$ cat src/rtl/muldiv_pkg.sv
// rtl/muldiv_pkg.sv - op encoding, FSM states and op-class helpers for muldiv_unit
package muldiv_pkg;

  // RISC-V M-extension funct3 encoding
  typedef enum logic [2:0] {
    MD_MUL    = 3'b000,
    MD_MULH   = 3'b001,
    MD_MULHSU = 3'b010,
    MD_MULHU  = 3'b011,
    MD_DIV    = 3'b100,
    MD_DIVU   = 3'b101,
    MD_REM    = 3'b110,
    MD_REMU   = 3'b111
  } md_op_e;

  typedef enum logic [1:0] {
    ST_IDLE = 2'd0,
    ST_CALC = 2'd1,
    ST_DONE = 2'd2
  } md_state_e;

  // All divide-class ops share funct3[2]
  function automatic logic md_is_div(input md_op_e op);
    return op[2];
  endfunction

  function automatic logic md_is_rem(input md_op_e op);
    return (op == MD_REM) || (op == MD_REMU);
  endfunction

  // MUL low bits are sign-agnostic, so treating it as signed is harmless
  function automatic logic md_a_signed(input md_op_e op);
    return (op == MD_MUL) || (op == MD_MULH) || (op == MD_MULHSU) ||
           (op == MD_DIV) || (op == MD_REM);
  endfunction

  function automatic logic md_b_signed(input md_op_e op);
    return (op == MD_MUL) || (op == MD_MULH) || (op == MD_DIV) || (op == MD_REM);
  endfunction

endpackage

$ cat src/rtl/muldiv_signfix.sv
// rtl/muldiv_signfix.sv - operand magnitude extraction and final result sign fix-up
module muldiv_signfix
  import muldiv_pkg::*;
#(
  parameter int WIDTH = 32
) (
  input  md_op_e             i_op,
  input  logic [WIDTH-1:0]   i_a,
  input  logic [WIDTH-1:0]   i_b,
  output logic [WIDTH-1:0]   o_mag_a,
  output logic [WIDTH-1:0]   o_mag_b,
  output logic               o_neg,
  input  md_op_e             i_res_op,
  input  logic               i_res_neg,
  input  logic [WIDTH-1:0]   i_hi,
  input  logic [WIDTH-1:0]   i_lo,
  output logic [WIDTH-1:0]   o_result
);

  logic                 w_a_neg;
  logic                 w_b_neg;
  logic [2*WIDTH-1:0]   w_prod;
  logic [2*WIDTH-1:0]   w_prod_s;
  logic [WIDTH-1:0]     w_quot_s;
  logic [WIDTH-1:0]     w_rem_s;

  // Most-negative operand negates to itself, which is still the right unsigned magnitude
  assign w_a_neg = md_a_signed(i_op) & i_a[WIDTH-1];
  assign w_b_neg = md_b_signed(i_op) & i_b[WIDTH-1];
  assign o_mag_a = w_a_neg ? -i_a : i_a;
  assign o_mag_b = w_b_neg ? -i_b : i_b;
  // Remainder follows the dividend sign; product and quotient follow the sign XOR
  assign o_neg   = md_is_rem(i_op) ? w_a_neg : (w_a_neg ^ w_b_neg);

  assign w_prod   = {i_hi, i_lo};
  assign w_prod_s = i_res_neg ? -w_prod : w_prod;
  assign w_quot_s = i_res_neg ? -i_lo : i_lo;
  assign w_rem_s  = i_res_neg ? -i_hi : i_hi;

  // Pick the result slice for the latched op
  always_comb begin
    o_result = w_rem_s;
    case (i_res_op)
      MD_MUL:                       o_result = w_prod_s[WIDTH-1:0];
      MD_MULH, MD_MULHSU, MD_MULHU: o_result = w_prod_s[2*WIDTH-1:WIDTH];
      MD_DIV, MD_DIVU:              o_result = w_quot_s;
      default:                      o_result = w_rem_s;
    endcase
  end

endmodule

$ cat src/rtl/muldiv_unit.sv
// rtl/muldiv_unit.sv - iterative RV32M multiply/divide unit with flush and special-case bypass
module muldiv_unit
  import muldiv_pkg::*;
#(
  parameter int WIDTH = 32
) (
  input  logic             clk,
  input  logic             reset,
  input  logic             start,
  input  logic [2:0]       op,
  input  logic [WIDTH-1:0] a,
  input  logic [WIDTH-1:0] b,
  input  logic             flush,
  output logic             busy,
  output logic             done,
  output logic [WIDTH-1:0] result
);

  localparam int                CNT_W    = $clog2(WIDTH) + 1;
  localparam logic [CNT_W-1:0]  LAST_CNT = CNT_W'(WIDTH - 1);
  localparam logic [WIDTH-1:0]  MOST_NEG = {1'b1, {(WIDTH-1){1'b0}}};

  md_state_e          r_state;
  md_state_e          w_state_nxt;
  md_op_e             r_op;
  logic               r_neg;
  logic [WIDTH-1:0]   r_hi;
  logic [WIDTH-1:0]   r_lo;
  logic [WIDTH-1:0]   r_opnd;
  logic [WIDTH-1:0]   r_result;
  logic [CNT_W-1:0]   r_cnt;

  md_op_e             w_op;
  logic [WIDTH-1:0]   w_mag_a;
  logic [WIDTH-1:0]   w_mag_b;
  logic               w_neg;
  logic [WIDTH-1:0]   w_final;
  logic [WIDTH-1:0]   w_hi_nxt;
  logic [WIDTH-1:0]   w_lo_nxt;
  logic [WIDTH:0]     w_mul_sum;
  logic [WIDTH:0]     w_div_sh;
  logic [WIDTH:0]     w_div_diff;
  logic               w_accept;
  logic               w_last;
  logic               w_div_zero;
  logic               w_overflow;
  logic               w_special;
  logic [WIDTH-1:0]   w_special_val;

  assign w_op       = md_op_e'(op);
  assign w_accept   = (r_state == ST_IDLE) && start && !flush;
  assign w_last     = (r_cnt == LAST_CNT);
  assign w_div_zero = md_is_div(w_op) && (b == '0);
  assign w_overflow = ((w_op == MD_DIV) || (w_op == MD_REM)) && (a == MOST_NEG) && (b == '1);
  assign w_special  = w_div_zero || w_overflow;
  assign result     = r_result;

  muldiv_signfix #(.WIDTH(WIDTH)) u_signfix (
    .i_op      (w_op),
    .i_a       (a),
    .i_b       (b),
    .o_mag_a   (w_mag_a),
    .o_mag_b   (w_mag_b),
    .o_neg     (w_neg),
    .i_res_op  (r_op),
    .i_res_neg (r_neg),
    .i_hi      (w_hi_nxt),
    .i_lo      (w_lo_nxt),
    .o_result  (w_final)
  );

  // Results for divide-by-zero and signed overflow are known at issue time
  always_comb begin
    w_special_val = '0;
    if (w_div_zero) begin
      w_special_val = md_is_rem(w_op) ? a : '1;
    end else if (w_overflow) begin
      w_special_val = md_is_rem(w_op) ? '0 : a;
    end
  end

  // One iteration: shift-add multiply on {hi,lo}, or restoring divide with hi as partial remainder
  always_comb begin
    w_mul_sum  = {1'b0, r_hi} + (r_lo[0] ? {1'b0, r_opnd} : '0);
    w_div_sh   = {r_hi, r_lo[WIDTH-1]};
    w_div_diff = w_div_sh - {1'b0, r_opnd};
    w_hi_nxt   = w_mul_sum[WIDTH:1];
    w_lo_nxt   = {w_mul_sum[0], r_lo[WIDTH-1:1]};
    if (md_is_div(r_op)) begin
      if (!w_div_diff[WIDTH]) begin
        w_hi_nxt = w_div_diff[WIDTH-1:0];
        w_lo_nxt = {r_lo[WIDTH-2:0], 1'b1};
      end else begin
        w_hi_nxt = w_div_sh[WIDTH-1:0];
        w_lo_nxt = {r_lo[WIDTH-2:0], 1'b0};
      end
    end
  end

  // State register
  always_ff @(posedge clk) begin
    if (reset) begin
      r_state <= ST_IDLE;
    end else begin
      r_state <= w_state_nxt;
    end
  end

  // Next state and status outputs; flush aborts everything and masks the done pulse
  always_comb begin
    w_state_nxt = r_state;
    busy        = 1'b0;
    done        = 1'b0;
    case (r_state)
      ST_IDLE: begin
        if (start && !flush) begin
          w_state_nxt = w_special ? ST_DONE : ST_CALC;
        end
      end
      ST_CALC: begin
        busy = 1'b1;
        if (flush) begin
          w_state_nxt = ST_IDLE;
        end else if (w_last) begin
          w_state_nxt = ST_DONE;
        end
      end
      ST_DONE: begin
        busy        = 1'b1;
        done        = !flush;
        w_state_nxt = ST_IDLE;
      end
      default: w_state_nxt = ST_IDLE;
    endcase
  end

  // Operand latch, iteration registers and result capture
  always_ff @(posedge clk) begin
    if (reset) begin
      r_op     <= MD_MUL;
      r_neg    <= 1'b0;
      r_hi     <= '0;
      r_lo     <= '0;
      r_opnd   <= '0;
      r_cnt    <= '0;
      r_result <= '0;
    end else if (w_accept) begin
      r_op  <= w_op;
      r_neg <= w_neg;
      r_hi  <= '0;
      r_cnt <= '0;
      if (md_is_div(w_op)) begin
        r_lo   <= w_mag_a;
        r_opnd <= w_mag_b;
      end else begin
        r_lo   <= w_mag_b;
        r_opnd <= w_mag_a;
      end
      if (w_special) begin
        r_result <= w_special_val;
      end
    end else if ((r_state == ST_CALC) && !flush) begin
      r_hi  <= w_hi_nxt;
      r_lo  <= w_lo_nxt;
      r_cnt <= r_cnt + CNT_W'(1);
      if (w_last) begin
        r_result <= w_final;
      end
    end
  end

endmodule
$ cat config.mk
export PLATFORM = sky130hd
export DESIGN_NAME = muldiv_unit
export DESIGN_NICKNAME = d
export VERILOG_FILES = /design/src/rtl/muldiv_pkg.sv /design/src/rtl/muldiv_signfix.sv /design/src/rtl/muldiv_unit.sv
export SDC_FILE = /design/constraint.sdc
export NUM_CORES = 1
export LEC_CHECK = 0
export ABC_CLOCK_PERIOD_IN_PS = 11000
export BUFFER_PORTS_ARGS = -buffer_cell sky130_fd_sc_hd__buf_4
export CORE_AREA = 4 4 193 148
export CTS_BUF_LIST = sky130_fd_sc_hd__clkbuf_8
export DETAILED_ROUTE_END_ITERATION = 8
export DIE_AREA = 0 0 197 152
export MAX_ROUTING_LAYER = met4
export PLACE_DENSITY = 0.8
export SYNTH_ARGS = -nofsm -noshare
export SYNTH_HDL_FRONTEND = slang
export SYNTH_SLANG_ARGS = --single-unit
$ cat constraint.sdc
create_clock -name clk -period 11 [get_ports clk]
set_input_delay 0 -clock clk [delete_from_list [all_inputs] [get_ports clk]]
set_output_delay 0 -clock clk [all_outputs]
set_load 0.05 [all_outputs]
Word-level counts from Yosys, hierarchy flattened --
Index checks and enable logic that the tools add are counted.
Storage, ports and cells: bits in registers 140, input port bits 71, output and inout bits 34, logic and storage cells 97
Operators by class: $add $sub $neg 8, equality and inequality tests 18, muxes and demuxes 31, bitwise operators 3, reductions and logical operators 29
Operators by type and width (number):
- 32-bit two-way mux | 20
- 32-bit negation | 4
- 32-bit case mux with 3 select lines | 1
- 32-bit equality test (second input constant) | 2
- 64-bit two-way mux | 1
- 64-bit negation | 1
- 32-bit by 32-bit adder with 33-bit output | 1
- 33-bit by 32-bit subtractor with 33-bit output | 1
- 32-bit zero test | 1
- 3-bit equality test (second input constant) | 5
- 3-bit by 2-bit equality test with 1-bit output (second input constant) | 3
- 1-bit logical OR | 9
- 2-bit two-way mux | 4
- 1-bit logical AND | 7
- 6-bit by 1-bit adder with 6-bit output (second input constant) | 1
- 3-bit by 1-bit equality test with 1-bit output (second input constant) | 2
- 6-bit by 5-bit equality test with 1-bit output (second input constant) | 1
- 3-bit zero test | 2
- 2-bit OR reduction | 3
- 1-bit two-way mux | 4
- 2-bit by 1-bit != test with 1-bit output (second input constant) | 2
- 2-bit case mux with 2 select lines | 1
- 2-bit nonzero test | 2
- 3-bit != test (second input constant) | 1
- other kinds (9) | 10

Logic depth before layout (Yosys ltp) --
depth after elaboration 9, depth in mapped cells 24, gate-level depth less buffers 23

Cells and area by module --
Synthesis repeated with hierarchy kept, for this count alone.
Unflattened totals: cell total of the unflattened synthesis 2166, area total of the unflattened synthesis 15632.5 um2
By module, submodules not included:
- muldiv_unit | instances 1, cells each 1500, area each 11473.5 um2, seq. area each 2802.7 um2
- muldiv_signfix | instances 1, cells each 666, area each 4159.0 um2, seq. area each 0.0 um2

Worst setup path after synthesis --
Ideal clock, no wire load.
path type reg-to-reg, start point register r_lo[31], end point register r_result[28], in the netlist result[28], setup time 0.120 ns, arrival time 5.056 ns, data required time 10.880 ns, slack 5.824 ns, stages on the path, launching flop included 23, buffers on the path 1, clock period less this slack 5.176 ns, cell sequence dfxtp_1 > inv_1 > ha_1 > fa_1 > nand2b_1 > a21oi_2 > o21ai_2 > o21ai_2 > a21oi_4 > xnor2_2 > buf_6 > nand2_1 > a21boi_0 > ha_1 > o211ai_1 > or4_1 > or2_2 > or2_1 > o21ai_1 > nor2_1 > or4_1 > a22oi_1 > o21ai_1
Between the ends: longest elaborated chain between the ends 9
Ends and longest elaborated chain:
- start, declared | line muldiv_unit.sv:28 | logic [WIDTH-1:0] r_lo;
- start signal, assigned | line muldiv_unit.sv:153 | r_lo <= w_mag_a;
- start signal, assigned | line muldiv_unit.sv:156 | r_lo <= w_mag_b;
- start signal, assigned | line muldiv_unit.sv:164 | r_lo <= w_lo_nxt;
- 33-bit by 32-bit subtractor with 33-bit output | line muldiv_unit.sv:86 | w_div_diff = w_div_sh - {1'b0, r_opnd};
- 1-bit two-way mux or 32-bit two-way mux (tied branches) | line muldiv_unit.sv:90 | if (!w_div_diff[WIDTH]) begin
- 32-bit two-way mux | line muldiv_unit.sv:89 | if (md_is_div(r_op)) begin
- 64-bit negation, or another cell as far along | line muldiv_signfix.sv:36 | assign w_prod_s = i_res_neg ? -w_prod : w_prod;
- 64-bit two-way mux, or another cell as far along | line muldiv_signfix.sv:36
- 32-bit case mux with 3 select lines (*) | line muldiv_signfix.sv:43 | case (i_res_op)
- 32-bit two-way mux (*) | line muldiv_unit.sv:166 | if (w_last) begin
- 32-bit two-way mux (*) | line muldiv_unit.sv:162 | end else if ((r_state == ST_CALC) && !flush) begin
- 32-bit two-way mux (*) | line muldiv_unit.sv:147 | end else if (w_accept) begin
- end signal, assigned | line muldiv_unit.sv:160 | r_result <= w_special_val;
- end signal, assigned | line muldiv_unit.sv:167 | r_result <= w_final;
- end, declared | line muldiv_unit.sv:30 | logic [WIDTH-1:0] r_result;
Mark *: on every way between the ends. The rest lies on a longest branch, timed or not. The select of a mux whose other input is x is not followed. A chain may end at the register's enable or synchronous reset.

Final worst setup path --
start point register r_lo[31], end point register r_result[2], in the netlist result[2]
Same word-level chain as after synthesis.

==> qor.yml <==
sta:
  fin_hold_ws_ps: 16.1
  tightest_slew_ps: 1260
  finalMaxSlewViolations: 0
  clock.fmax_mhz: 144
  post-route-period-util_pct: 63.2
  clock_skew_ps: 16.0
  rsz0062_at_grt: "false"
  hold_viol: 0
  layout_min_cycle_time_ps: 6960
  max-slew-margin-rel_pct: 15.4
  setup_tns_ps: 0
  setup_viol: 0
floorplanning:
  die_y_um: 152
  num_io_pins: 105
  dieArea_um2: 29900
  core-area_um2: 26700
  rows: 52
  start_util_pct: 60.4
  die_x_um: 197
critical_path:
  cpPeakStageDelay_ps: 550
  rrSetupSlack_ps: 4040
  end_kind: "flop"
  critPathLaunchType: "flop"
  worstPathRequired_ps: 11400
  cp_max_fo: 32
  ff2ff_path_depth: 23
  crit_chain: "inv_1 > ha_1 > fa_1 > nand2b_1 > a21oi_2 > o21ai_2 > o21ai_2 > a21oi_4 > buf_4 > xnor2_4 > buf_4 > nand2_1 > a21boi_0 > ha_1 > o211ai_1 > or4_1 > or2_2 > or2_1 > o21ai_1 > nor2_1 > o31ai_1 > o211ai_1 > a311oi_1"
  crit_type: "reg2reg"
  cp_slowest_cell: "or4_1"
  crit_arrival_ps: 7350
finish:
  areaGrowthSynthToFinish_pct: 10.9
  mostFrequentLayoutCell: "nand2_1"
  seqCellArea_um2: 2810
  drive_above_1_share_pct: 9.67
  multi_input_area_um2: 12400
  postLayoutCellArea_um2: 17900
  n_fill_cell: 2387
  nNetsFinal: 2522
  final_cell_count_no_fill: 2743
  mostFrequentLayoutCells: "332 x nand2_1, 218 x a21oi_1, 201 x nor2_1, 148 x o21ai_0, 138 x dfxtp_1"
placement:
  dpl.hpwl_um: 49100
  globalplace.congestion: 1.05
  dp.cells: 2662
  place_area_um2: 16900
  io_buffers: 104
synth:
  synth_ff_type: "dfxtp_1"
  synth-xor-area-share_pct: 7.70
  ys.warnings.count: 0
  synth_seq_cells: 140
  syn_inst: 2332
  synth.distinct_cells: 106
  syn_nets: 2478
  synth-compound-area-share_pct: 31.7
  synth-simple-area-share_pct: 26.6
  muxShareOfSynthArea_pct: 4.95
  ys_seq_area_share_pct: 17.4
  synth_area_um2: 16100
  synth_top_family_by_area: "compound AO/OA/AOI/OAI gates"
  synthAdderAreaFrac_pct: 5.92
  avgSynthCellArea_um2: 6.91
  synth_edf_count: 0
  synth-async-reset-ratio_pct: 0
routing:
  vias_per_cell: 6.89
  wl_um: 64200
  vias: 18900
  drc: 0
  final_antenna_net_count: 0
  drt_pre_antenna_iters: 6
  drtIter0Drc: 2510
  wire_per_inst_um: 23.4
clocking:
  cts.sinks: 140
  numCtsBuffers: 17
  postCtsSetupBuffers: 0
  cts_buffer_depth: 2
  clk_latency_ps: 490
  tritoncts: "built"
  path_clk_slew_ps: 90
  hold_buffers: 46
  root_buffer: "clkbuf_8"
  cts_resized: 0
  htreeDepth: 4
pwr:
  leakage_nw: 7.02
  powerDensity_nw_per_um2: 111
  p_total_mw: 1.98
  peakVddDrop_uv: 88.6
hold_path:
  min_path_cells: 4
  hold_class: "in2reg"
run_status:
  run_status: "finished, final reports clean"
global_route:
  grt_max_degree: 88
  grt_pass1_vias: 17100
  grt_pass1_wl_um: 98700
  gr-total-overflow: 0
  grt_usage_pct: 42.3
  antenna_found_initial: 2
flow_run:
  maxCapViolations: 0
[cell families (layout without fill, tap and decap cells)]
| logic type | after synthesis | in the layout |
|---|---|---|
| xor gates and xnor gates | 140 | 140 |
| and+or+nand+nor | 891 | 891 |
| muxes | 78 | 78 |
| adders and majority gates | 75 | 75 |
| other | 0 | 3 |
| DFF | 140 | 140 |
| buffers and inverters | 229 | 286 |
| AOI/OAI and AO/OA | 779 | 779 |
[final cells by class]
class                      instances  area share [%]
tap                              351            2.46
multi-input combinational       1963            69.5
sequential                       140            15.7
inverter                          75            1.58
antenna                            3          0.0420
timing repair buffer             179            8.16
clock inverter                    15            1.24
clock buffer                      17            1.31
[report_power, final]
group,internal (mW),switching [mW],leakage [nW]
Sequential,0.530,0.0319,1.14
Combinational,0.322,0.586,5.66
Clock,0.270,0.236,0.224
Total,1.12,0.854,7.02
[synth_stat cells (all sizes together) (6+ instances only)]
| cell | number | area share, % |
|---|---|---|
| a211oi | 39 | 1.8 |
| o21bai | 15 | 0.70 |
| a311oi | 13 | 0.71 |
| dfxtp | 140 | 17 |
| ha | 73 | 5.7 |
| nor3b | 7 | 0.40 |
| nand2b | 17 | 0.66 |
| nand4b | 7 | 0.42 |
| o311a | 6 | 0.37 |
| nand4 | 33 | 1.3 |
| o22ai | 11 | 0.43 |
| nand3b | 7 | 0.33 |
| clkbuf | 105 | 2.5 |
| o21ai | 165 | 5.2 |
| nand3 | 43 | 1.3 |
| nand2 | 334 | 7.8 |
| or3 | 21 | 0.85 |
| o21a | 13 | 0.61 |
| nor2b | 14 | 0.54 |
| inv | 74 | 1.7 |
| nor3 | 58 | 1.8 |
| xnor2 | 89 | 4.9 |
| o41ai | 13 | 0.80 |
| o31a | 8 | 0.43 |
| or4 | 16 | 0.75 |
| nor2 | 203 | 4.7 |
| mux2 | 13 | 0.91 |
| a211o | 8 | 0.43 |
| xor2 | 51 | 2.8 |
| and2 | 59 | 2.3 |
| a31o | 6 | 0.33 |
| buf | 49 | 1.5 |
| o211a | 6 | 0.37 |
| a21oi | 225 | 7.2 |
| o211ai | 93 | 4.3 |
| and3 | 22 | 0.85 |
| mux2i | 65 | 4.0 |
| o311ai | 7 | 0.38 |
| o221ai | 7 | 0.38 |
| or2 | 14 | 0.54 |
| a21o | 29 | 1.4 |
| a21boi | 6 | 0.28 |
| nor4 | 17 | 0.79 |
| a31oi | 29 | 1.2 |
| o31ai | 29 | 1.4 |
[state kept, by name, summed over array words and instances (netlist names)]
signal and flops:
r_state 2, r_hi 32, r_lo 32, r_op 3
r_neg 1, result 32, r_opnd 32, r_cnt 6
[critical path: cells and delay by family (launching register included)]
kind	cells	cell delay (ps)
compound gates	10	2660
xor+xnor	1	170
fa+ha+maj	3	890
buf+inv	3	640
flops	1	400
simple gates	6	2090
[per-layer routing]
metal | up-vias | wire (um) | track usage [%]
li1 | 8639 | - | -
met1 | 8874 | 27000 | 59.3
met2 | 1253 | 26500 | 58.6
met3 | 142 | 8260 | 11.2
met4 | 0 | 2440 | 15.0
met5 | - | 0 | -
[worst paths after layout]
path,from,to
min reg2reg,r_opnd[18],r_opnd[18]
min,b[30],r_lo[30]
max,r_lo[31],result[2]
max reg2reg,r_lo[31],result[2]
[through the flow]
step | util [%] | worst slack, ps
after floorplan | - | 5820
after global placement | 63.5 | 4600
after detailed placement | 63.5 | 4330
after CTS | 67.0 | 4300
after global routing | 67.0 | 3780
final | 67.0 | 4040
(Power assumes the default switching activity.)
